===== src/rtl/des_block_sequencer.sv =====
// des_block_sequencer
// Steps a round-serial DES core over a run of 64-bit blocks: each block is read
// as two 32-bit words from the input RAM, run through 16 rounds (plus an
// optional capture delay), and written as two words to the output RAM.
// Host side: start/abort are single-cycle pulses; busy covers the whole run;
// done pulses once on normal completion only.
// Optional feature macro: DES_CBC_EN adds CBC chaining through a 64-bit chain
// register loaded from iv at start. Without it the block is pure ECB.
module des_block_sequencer #(
    parameter int ADDR_W      = 9,
    parameter int CAPTURE_DLY = 0
) (
    input  logic              ti_clk,
    input  logic              reset_n,
    input  logic              start,
    input  logic              abort,
    input  logic              decrypt,
    input  logic [ADDR_W-2:0] blk_count,
    input  logic [63:0]       iv,
    output logic [ADDR_W-1:0] ramI_addr,
    input  logic [31:0]       ramI_dout,
    output logic [ADDR_W-1:0] ramO_addr,
    output logic [31:0]       ramO_din,
    output logic              ramO_we,
    output logic [63:0]       des_in,
    output logic [3:0]        des_roundSel,
    output logic              des_decrypt,
    input  logic [63:0]       des_out,
    output logic              busy,
    output logic              done,
    output logic [ADDR_W-2:0] blk_done
);

    localparam int KW = ADDR_W - 1;

    typedef enum logic [3:0] {
        IDLE, RD0, RD1, RD2, ROUND, HOLD, WR0, WR1, NEXT, DONE
    } state_t;

    state_t        state_q, state_d;
    logic [KW-1:0] k_q, k_d;
    logic [KW-1:0] count_q, count_d;
    logic [KW-1:0] blk_done_q, blk_done_d;
    logic          mode_q, mode_d;
    logic          busy_q, busy_d;
    logic [63:0]   des_in_q, des_in_d;
    logic [63:0]   result_q, result_d;
    logic [3:0]    round_q, round_d;
    logic [1:0]    hold_q, hold_d;
    logic          capture;
    logic [63:0]   blk_word;

`ifdef DES_CBC_EN
    logic [63:0]   chain_q, chain_d;
`else
    logic          unused_iv;
    assign unused_iv = ^iv;
`endif

    // State and datapath registers; everything returns to zero on reset.
    always_ff @(posedge ti_clk or negedge reset_n) begin
        if (!reset_n) begin
            state_q    <= IDLE;
            k_q        <= '0;
            count_q    <= '0;
            blk_done_q <= '0;
            mode_q     <= 1'b0;
            busy_q     <= 1'b0;
            des_in_q   <= '0;
            result_q   <= '0;
            round_q    <= '0;
            hold_q     <= '0;
`ifdef DES_CBC_EN
            chain_q    <= '0;
`endif
        end else begin
            state_q    <= state_d;
            k_q        <= k_d;
            count_q    <= count_d;
            blk_done_q <= blk_done_d;
            mode_q     <= mode_d;
            busy_q     <= busy_d;
            des_in_q   <= des_in_d;
            result_q   <= result_d;
            round_q    <= round_d;
            hold_q     <= hold_d;
`ifdef DES_CBC_EN
            chain_q    <= chain_d;
`endif
        end
    end

    // Next-state logic. A count of 0 means the full RAM: k+1 wraps to 0 after
    // the last block, which matches the latched zero, so one compare covers both.
    always_comb begin
        state_d    = state_q;
        k_d        = k_q;
        count_d    = count_q;
        blk_done_d = blk_done_q;
        mode_d     = mode_q;
        busy_d     = busy_q;
        des_in_d   = des_in_q;
        result_d   = result_q;
        round_d    = round_q;
        hold_d     = hold_q;
        capture    = 1'b0;
        blk_word   = {ramI_dout, des_in_q[31:0]};
`ifdef DES_CBC_EN
        chain_d    = chain_q;
`endif
        case (state_q)
            IDLE: begin
                if (start && !abort) begin
                    mode_d     = decrypt;
                    count_d    = blk_count;
                    k_d        = '0;
                    blk_done_d = '0;
                    busy_d     = 1'b1;
`ifdef DES_CBC_EN
                    chain_d    = iv;
`endif
                    state_d    = RD0;
                end
            end
            RD0: state_d = RD1;
            RD1: begin
                des_in_d[31:0] = ramI_dout;
                state_d        = RD2;
            end
            RD2: begin
`ifdef DES_CBC_EN
                // Decrypt keeps the raw ciphertext in des_in so it can become
                // the next chain value at capture time.
                des_in_d = mode_q ? blk_word : (blk_word ^ chain_q);
`else
                des_in_d = blk_word;
`endif
                round_d  = 4'd0;
                state_d  = ROUND;
            end
            ROUND: begin
                if (round_q == 4'd15) begin
                    if (CAPTURE_DLY == 0) begin
                        capture = 1'b1;
                        state_d = WR0;
                    end else begin
                        hold_d  = 2'd0;
                        state_d = HOLD;
                    end
                end else begin
                    round_d = round_q + 4'd1;
                end
            end
            HOLD: begin
                if (int'(hold_q) == CAPTURE_DLY - 1) begin
                    capture = 1'b1;
                    state_d = WR0;
                end else begin
                    hold_d = hold_q + 2'd1;
                end
            end
            WR0: state_d = WR1;
            WR1: begin
                blk_done_d = blk_done_q + KW'(1);
                state_d    = NEXT;
            end
            NEXT: begin
                if (k_q + KW'(1) == count_q) begin
                    state_d = DONE;
                end else begin
                    k_d     = k_q + KW'(1);
                    state_d = RD0;
                end
            end
            DONE: begin
                busy_d  = 1'b0;
                state_d = IDLE;
            end
            default: state_d = IDLE;
        endcase

        if (capture) begin
`ifdef DES_CBC_EN
            if (mode_q) begin
                result_d = des_out ^ chain_q;
                chain_d  = des_in_q;
            end else begin
                result_d = des_out;
                chain_d  = des_out;
            end
`else
            result_d = des_out;
`endif
        end

        // Abort wins over everything while a run is active.
        if (abort && state_q != IDLE) begin
            state_d = IDLE;
            busy_d  = 1'b0;
        end
    end

    // RAM port drive, decoded from the current state.
    always_comb begin
        ramI_addr = '0;
        ramO_addr = '0;
        ramO_din  = '0;
        ramO_we   = 1'b0;
        case (state_q)
            RD0: ramI_addr = {k_q, 1'b0};
            RD1: ramI_addr = {k_q, 1'b1};
            WR0: begin
                ramO_addr = {k_q, 1'b0};
                ramO_din  = result_q[31:0];
                ramO_we   = 1'b1;
            end
            WR1: begin
                ramO_addr = {k_q, 1'b1};
                ramO_din  = result_q[63:32];
                ramO_we   = 1'b1;
            end
            default: ;
        endcase
    end

    assign des_in       = des_in_q;
    assign des_roundSel = round_q;
    assign des_decrypt  = mode_q;
    assign busy         = busy_q;
    assign done         = (state_q == DONE);
    assign blk_done     = blk_done_q;

endmodule


===== config.mk =====
export PLATFORM = sky130hd
export DESIGN_NAME = des_block_sequencer
export DESIGN_NICKNAME = d
export VERILOG_FILES = /design/src/rtl/des_block_sequencer.sv
export SDC_FILE = /design/constraint.sdc
export NUM_CORES = 1
export LEC_CHECK = 0
export ABC_AREA = 1
export CORE_UTILIZATION = 47
export CTS_BUF_LIST = sky130_fd_sc_hd__clkbuf_4 sky130_fd_sc_hd__clkbuf_8
export DETAILED_ROUTE_END_ITERATION = 6
export PLACE_DENSITY = 0.85
export SKIP_CTS_REPAIR_TIMING = 1
export SLEW_MARGIN = 20
export SYNTH_ARGS = -nofsm -noshare
export SYNTH_HDL_FRONTEND = slang
export SYNTH_SLANG_ARGS = --single-unit

===== constraint.sdc =====
create_clock -name ti_clk -period 3.5 [get_ports ti_clk]
set_input_delay 0.7 -clock ti_clk [delete_from_list [all_inputs] [get_ports ti_clk]]
set_output_delay 0.7 -clock ti_clk [all_outputs]
set_load 0.01 [all_outputs]

==> flow_summary.json, run 1 <==
{
  "die_y_um": 124.5,
  "worst_slew_margin_rel_pct": 45.81,
  "worst_ep_arrival_time_ns": 2.57,
  "grt_overflow": 0,
  "synth.avg_cell_area_um2": 10.06,
  "status": "completed",
  "yosysSeqAreaShare_pct": 57.48,
  "netlist_area_mm2": 0.007053,
  "rsz_0062_raised_after_global_routing": "no",
  "detail_route.wl_per_cell_um": 15.75,
  "clock_edge_transition_at_the_registers_on_the_reported_setup_and_hold_paths_ns": 0.09,
  "dp_hpwl_mm": 12.52,
  "hp-class": "in -> async",
  "cell_internal_pwr_w": 0.004078,
  "max_slew.worst_pin.slew_ns": 0.8128,
  "top_signal_layer_used": "met4",
  "drt_first_iter_violations": 383,
  "clkPwrFrac_pct": 21.2,
  "cp-endpoint": "ramO_addr[2]",
  "grt_max_degree": 93,
  "flip_flop_and_latch_count_after_synthesis": 162,
  "top_fanout_value_on_the_critical_path": 33,
  "clk_latency_ns": 0.45,
  "numCtsBuffers": 17,
  "htree_num_levels": 4,
  "final_min_period_over_clock_period_pct": 93.54,
  "ant_nets": 0,
  "floorplan.initialDensity_pct": 48.34,
  "synth_fp_nets": 877,
  "share_seq_of_total_power_pct": 42.6,
  "finish.net_count": 1111,
  "dp.cells": 1100,
  "antenna-diode-count": 0,
  "slew_violations": 0,
  "placement.io_buffers": 238,
  "setup_tns_ns": 0,
  "final-setup-viol-count": 0,
  "drt_pass1_iterations": 5,
  "first_global_vias": 5892,
  "req_time_crit_path_ns": 2.80,
  "grt_util_all_layers_pct": 23.90,
  "cap_viol_max_count": 0,
  "route.detailed.drc": 0,
  "routedLengthMet1_mm": 7.293,
  "core_region_area_mm2": 0.01459,
  "grt_antenna_before_repair": 0,
  "category_of_the_worst_setup_path_capture_point": "primary output",
  "crit_path_start": "state_q[2]",
  "power.leakage_nw": 4.482,
  "layout_min_cycle_time_ns": 3.274,
  "total_number_of_vias": 5816,
  "chip_width_um": 124.5,
  "rows": 44,
  "combPwrFrac_pct": 36.2,
  "clock-skew-final_ns": 0.01408,
  "layout-drive-gt1-share_pct": 6.329,
  "reg2reg_from": "state_q[2]",
  "clockRootBuffer": "clkbuf_8",
  "synth_cell_type_count": 29,
  "max_freq_ghz": 0.3055,
  "instances_no_fill": 1132,
  "start_kind": "flip-flop",
  "floorplan.io_pins": 303,
  "maximum_number_of_buffers_from_clock_root_to_sink": 2,
  "sw_share_pct": 34.32,
  "gp_congestion": 0.8341,
  "area.growth.synth_to_final_pct": 41.85,
  "die_area_mm2": 0.01550,
  "syn-instance-count": 701,
  "worst_ir_drop_vdd_v": 0.0005225,
  "ff2ff_path_depth": 8,
  "global_route_wire_length_before_repair_mm": 29.41,
  "finalWirelength_mm": 17.83,
  "cts_tree": "built",
  "hold_viol_final": 0,
  "worst_setup_path_class": "reg -> out",
  "p_switching_w": 0.002131,
  "endpoint_of_the_worst_slack_reg_to_reg_timing_path": "result_q[56]",
  "post_drt_via_cell_ratio": 5.138,
  "met3_length_mm": 1.289,
  "power_per_cell_area_mw_per_mm2": 620.6,
  "rrSetupSlack_ns": 1.14,
  "detailroute.wirelength.met2_mm": 8.675,
  "number_of_warnings_issued_by_yosys": 0,
  "total_number_of_clock_tree_sinks": 162
}
## power by group through the flow
stage | Clock, W | Sequential, W | Combinational [W]
final | 0.00131 | 0.00264 | 0.00225
after global routing | 0.00143 | 0.00271 | 0.00247
after CTS | 0.00135 | 0.00264 | 0.00227
after detailed placement | 0 | 0.00266 | 0.00226
after global placement | 0 | 0.00265 | 0.00221
after floorplan | 0 | 0.00282 | 0.000830
## how the worst min path moves through the flow
stage	startpoint	endpoint
2_1_floorplan	reset_n	blk_done[0]
3_3_place_gp	blk_done[7]	blk_done[7]
3_5_place_dp	des_decrypt	des_decrypt
4_1_cts	reset_n	result_q[16]
5_1_grt	reset_n	result_q[16]
6_report	reset_n	result_q[16]
## stage by stage
stage	area, µm²	power, W	hold WS [ns]	setup slack [ns]	util [%]
after floorplan	7053	0.003647	0.4044	1.469	-
after global routing	10000	0.006615	0.3409	0.04722	68.58
after CTS	10000	0.006263	0.3251	0.2162	68.58
after detailed placement	9624	0.004926	0.4709	0.7323	65.97
final	10000	0.006209	0.3080	0.2261	68.58
after global placement	9624	0.004856	0.4626	0.7736	65.97
## cell usage in the layout (no fill, tap or decap), types with 2 or more instances in the layout
master,instances
nand3_1,28
o21ai_0,76
nor2_4,3
nand2_2,5
clkdlybuf4s50_1,237
mux2i_1,3
inv_2,2
a21oi_1,4
mux2_1,60
clkinvlp_4,4
nand3b_1,3
buf_4,9
mux2_2,4
ha_1,3
o21ai_1,3
clkinv_4,2
inv_1,67
nand2_1,155
a32o_1,32
dfrtp_1,162
clkbuf_8,18
nor2_1,42
inv_6,3
nand4_1,6
clkinv_2,2
## area by class of cell
| type | count | area (µm²) |
|---|---|---|
| Clock inverter | 13 | 125.1 |
| Sequential cell | 162 | 4054 |
| Inverter | 69 | 259.0 |
| Fill cell | 1107 | 4584 |
| Tap cell | 184 | 230.2 |
| Multi-Input combinational cell | 437 | 2610 |
| Clock buffer | 19 | 255.2 |
| Timing Repair Buffer | 248 | 2471 |
## cells in the mapped netlist, drive strengths merged
cell	number	share of area, %
ha	3	0.53
o31ai	1	0.11
nand3b	3	0.32
xor2	1	0.12
inv	69	3.7
xnor2	1	0.12
nand3	28	2.0
mux2	64	10
nor3b	1	0.11
a221oi	1	0.12
nor3	2	0.21
a32o	32	4.5
dfrtp	162	57
mux2i	3	0.43
nor2	46	2.8
nand4	6	0.53
a21boi	1	0.11
nand2	161	8.8
o21ai	79	5.6
buf	11	0.78
a21oi	4	0.28
clkbuf	22	1.2
## worst max-delay path: stages (launching register included)
cell	delay (ns)
dfrtp_1	0.43
inv_2	0.07
nor2_4	0.08
buf_4	0.39
inv_2	0.12
nor2_1	0.16
inv_1	0.20
nor2_1	0.13
clkdlybuf4s50_1	0.55
## sequential cells by signal, indices dropped and copies added (netlist names)
register,flops
des_roundSel,4
result_q,64
des_decrypt,1
count_q,8
k_q,8
blk_done,8
des_in,64
state_q,4
busy,1
## metal layers
layer | track usage, % | up-vias
met1 | 29.05 | 2777
met3 | 7.646 | 37
met2 | 39.06 | 197
li1 | - | 2805
met5 | 0 | -
met4 | 10.13 | 0
## cells by family (layout without fill, tap and decap cells)
| group | Yosys count | after routing | share of synthesized area (%) |
|---|---|---|---|
| AND/OR/NAND/NOR | 247 | 247 | 14.71 |
| flip-flops | 162 | 162 | 57.48 |
| buffers and inverters | 102 | 349 | 5.624 |
| AO/OA/AOI/OAI | 118 | 118 | 10.77 |
| multiplexers | 67 | 67 | 10.64 |
| XOR/XNOR | 2 | 2 | 0.2484 |
| adder cells (fa/ha/maj) | 3 | 3 | 0.5323 |
Power figures use the tool's default switching activity.
==> inputs of run 2 (changes only) <==
--- a/config.mk
+++ b/config.mk
@@ -9,9 +9,10 @@
 export CORE_UTILIZATION = 47
 export CTS_BUF_LIST = sky130_fd_sc_hd__clkbuf_4 sky130_fd_sc_hd__clkbuf_8
 export DETAILED_ROUTE_END_ITERATION = 6
+export HOLD_SLACK_MARGIN = 0.12
 export PLACE_DENSITY = 0.85
 export SKIP_CTS_REPAIR_TIMING = 1
-export SLEW_MARGIN = 20
+export SLEW_MARGIN = 40
 export SYNTH_ARGS = -nofsm -noshare
 export SYNTH_HDL_FRONTEND = slang
 export SYNTH_SLANG_ARGS = --single-unit
==> run 2 against run 1 <==
  * Hold slack got worse by 0.015 ns
  * Utilization hardly changed
  * Largest cell class unchanged
  * Setup slack improved by 0.0023 ns
  * Critical path type unchanged
  * Largest power group unchanged
  * Die area stayed put
  * Power about the same
  * Highest routed layer unchanged
  * Register-to-register slack barely moved
  * Clock skew about the same
==> flow_summary.json, run 2 (synthesized netlist as in run 1, its figures left out) <==
{
  "gp_congestion": 0.8341,
  "layout_min_cycle_time_ns": 3.272,
  "die_area_mm2": 0.01550,
  "worst_ep_arrival_time_ns": 2.57,
  "slew_violations": 0,
  "max_freq_ghz": 0.3057,
  "hp-class": "in -> async",
  "most_used_cells_in_the_layout_excluding_fill_and_tap_cells": "clkdlybuf4s50_1, dfrtp_1, nand2_1",
  "layout.cells.most_common": "clkdlybuf4s50_1",
  "final_cell_area_excluding_filler_cells_mm2": 0.01001,
  "grt_overflow": 0,
  "numCtsBuffers": 17,
  "category_of_the_worst_setup_path_capture_point": "primary output",
  "global_route_wire_length_before_repair_mm": 29.41,
  "final-setup-viol-count": 0,
  "grt_antenna_before_repair": 0,
  "drt_pass1_iterations": 5,
  "floorplan.io_pins": 303,
  "grt_util_all_layers_pct": 23.90,
  "ant_nets": 0,
  "clockRootBuffer": "clkbuf_8",
  "top_fanout_value_on_the_critical_path": 33,
  "hold_slack_ns": 0.2928,
  "clock_edge_transition_at_the_registers_on_the_reported_setup_and_hold_paths_ns": 0.09,
  "rsz_0062_raised_after_global_routing": "no",
  "clock-skew-final_ns": 0.01403,
  "finish.net_count": 1111,
  "max_slew.worst_pin.slew_ns": 0.7096,
  "dpl_cell_area_mm2": 0.009624,
  "first_global_vias": 5892,
  "power.leakage_nw": 4.484,
  "status": "completed",
  "maximum_number_of_buffers_from_clock_root_to_sink": 2,
  "worst_setup_path_class": "reg -> out",
  "final_min_period_over_clock_period_pct": 93.47,
  "num-fill-cells": 1107,
  "grt_max_degree": 93,
  "worstPathBufferInverterCount": 5,
  "total_number_of_clock_tree_sinks": 162,
  "cap_viol_max_count": 0,
  "post_drt_via_cell_ratio": 5.147,
  "area.growth.synth_to_final_pct": 41.88,
  "route.detailed.drc": 0,
  "drt_first_iter_violations": 389,
  "setup_tns_ns": 0,
  "req_time_crit_path_ns": 2.80,
  "core_region_area_mm2": 0.01459,
  "layout-drive-gt1-share_pct": 6.329,
  "worst_slew_margin_rel_pct": 52.69,
  "dp_hpwl_mm": 12.52,
  "cts_tree": "built",
  "htree_num_levels": 4,
  "critical_path.cell_chain": "inv_2, nor2_4, buf_4, inv_2, nor2_1, inv_1, nor2_1, clkdlybuf4s50_1",
  "total_number_of_vias": 5826,
  "hold_viol_final": 0,
  "timing.critical_path.slowest_stage_cell": "clkdlybuf4s50_1",
  "clk_latency_ns": 0.45,
  "start_kind": "flip-flop",
  "placement.io_buffers": 238,
  "antenna-diode-count": 0,
  "floorplan.initialDensity_pct": 48.34,
  "cpLargestDelayFamily": "buffers and inverters",
  "critPathMaxStageDelay_ns": 0.55,
  "detail_route.wl_per_cell_um": 15.77,
  "worst_ir_drop_vdd_v": 0.0005226,
  "rows": 44,
  "chip_width_um": 124.5,
  "die_y_um": 124.5,
  "finalWirelength_mm": 17.85,
  "power_per_cell_area_mw_per_mm2": 620.6
}
==> run 2: metrics by stage <==
stage / cells / worst slack, ns / total power, W / util, %
2_1_floorplan: 701 / 1.469 / 0.003647 / -
3_3_place_gp: 1100 / 0.7736 / 0.004856 / 65.97
3_5_place_dp: 1100 / 0.7323 / 0.004926 / 65.97
4_1_cts: 1132 / 0.2162 / 0.006263 / 68.58
5_1_grt: 1132 / 0.04722 / 0.006615 / 68.59
6_report: 1132 / 0.2285 / 0.006211 / 68.59
==> run 2: report_power, final <==
group	internal, W	leakage [nW]	total (W)	switching [W]
logic	0.00112	2.32	0.00225	0.00113
clock network	0.000599	0.184	0.00132	0.000716
registers	0.00236	1.98	0.00264	0.000289
total	0.00408	4.48	0.00621	0.00213
==> run 2: area by class of cell <==
| type | instances | area, µm² | area share [%] |
|---|---|---|---|
| clock buffer | 19 | 255.2 | 2.551 |
| timing repair buffer | 248 | 2474 | 24.72 |
| multi-input combinational | 437 | 2610 | 26.08 |
| clock inverter | 13 | 125.1 | 1.250 |
| sequential | 162 | 4054 | 40.51 |
| inverter | 69 | 259.0 | 2.588 |
| tap | 184 | 230.2 | 2.301 |
==> run 2: worst reg2reg max path: cells and delay by family (launching register included) <==
| family | cells | cell delay (ns) |
|---|---|---|
| buf+inv | 4 | 0.94 |
| flops | 1 | 0.43 |
| simple gates | 3 | 0.50 |
| mux | 1 | 0.37 |
==> run 2: final timing paths <==
| path | start | end | slack [ns] | cells after the start |
|---|---|---|---|---|
| min reg2reg | des_decrypt | des_decrypt | 0.49 | 2 |
| max reg2reg | state_q[2] | result_q[56] | 1.14 | 8 |
| max | state_q[2] | ramO_addr[2] | 0.23 | 8 |
| min | reset_n | result_q[16] | 0.29 | 1 |
| min in group ti_clk | des_decrypt | des_decrypt | 0.49 | 2 |
| max in group asynchronous | reset_n | k_q[5] | 2.40 | 2 |
==> run 2: layer usage <==
metal | global-route usage [%] | routed length (µm) | share of wire, % | vias to the layer above
met3 | 7.646 | 1300 | 7.3 | 38
met1 | 29.05 | 7270 | 41 | 2788
li1 | - | - | - | 2806
met2 | 39.06 | 8696 | 49 | 194
met4 | 10.13 | 578 | 3.2 | 0
met5 | 0 | 0 | 0 | -
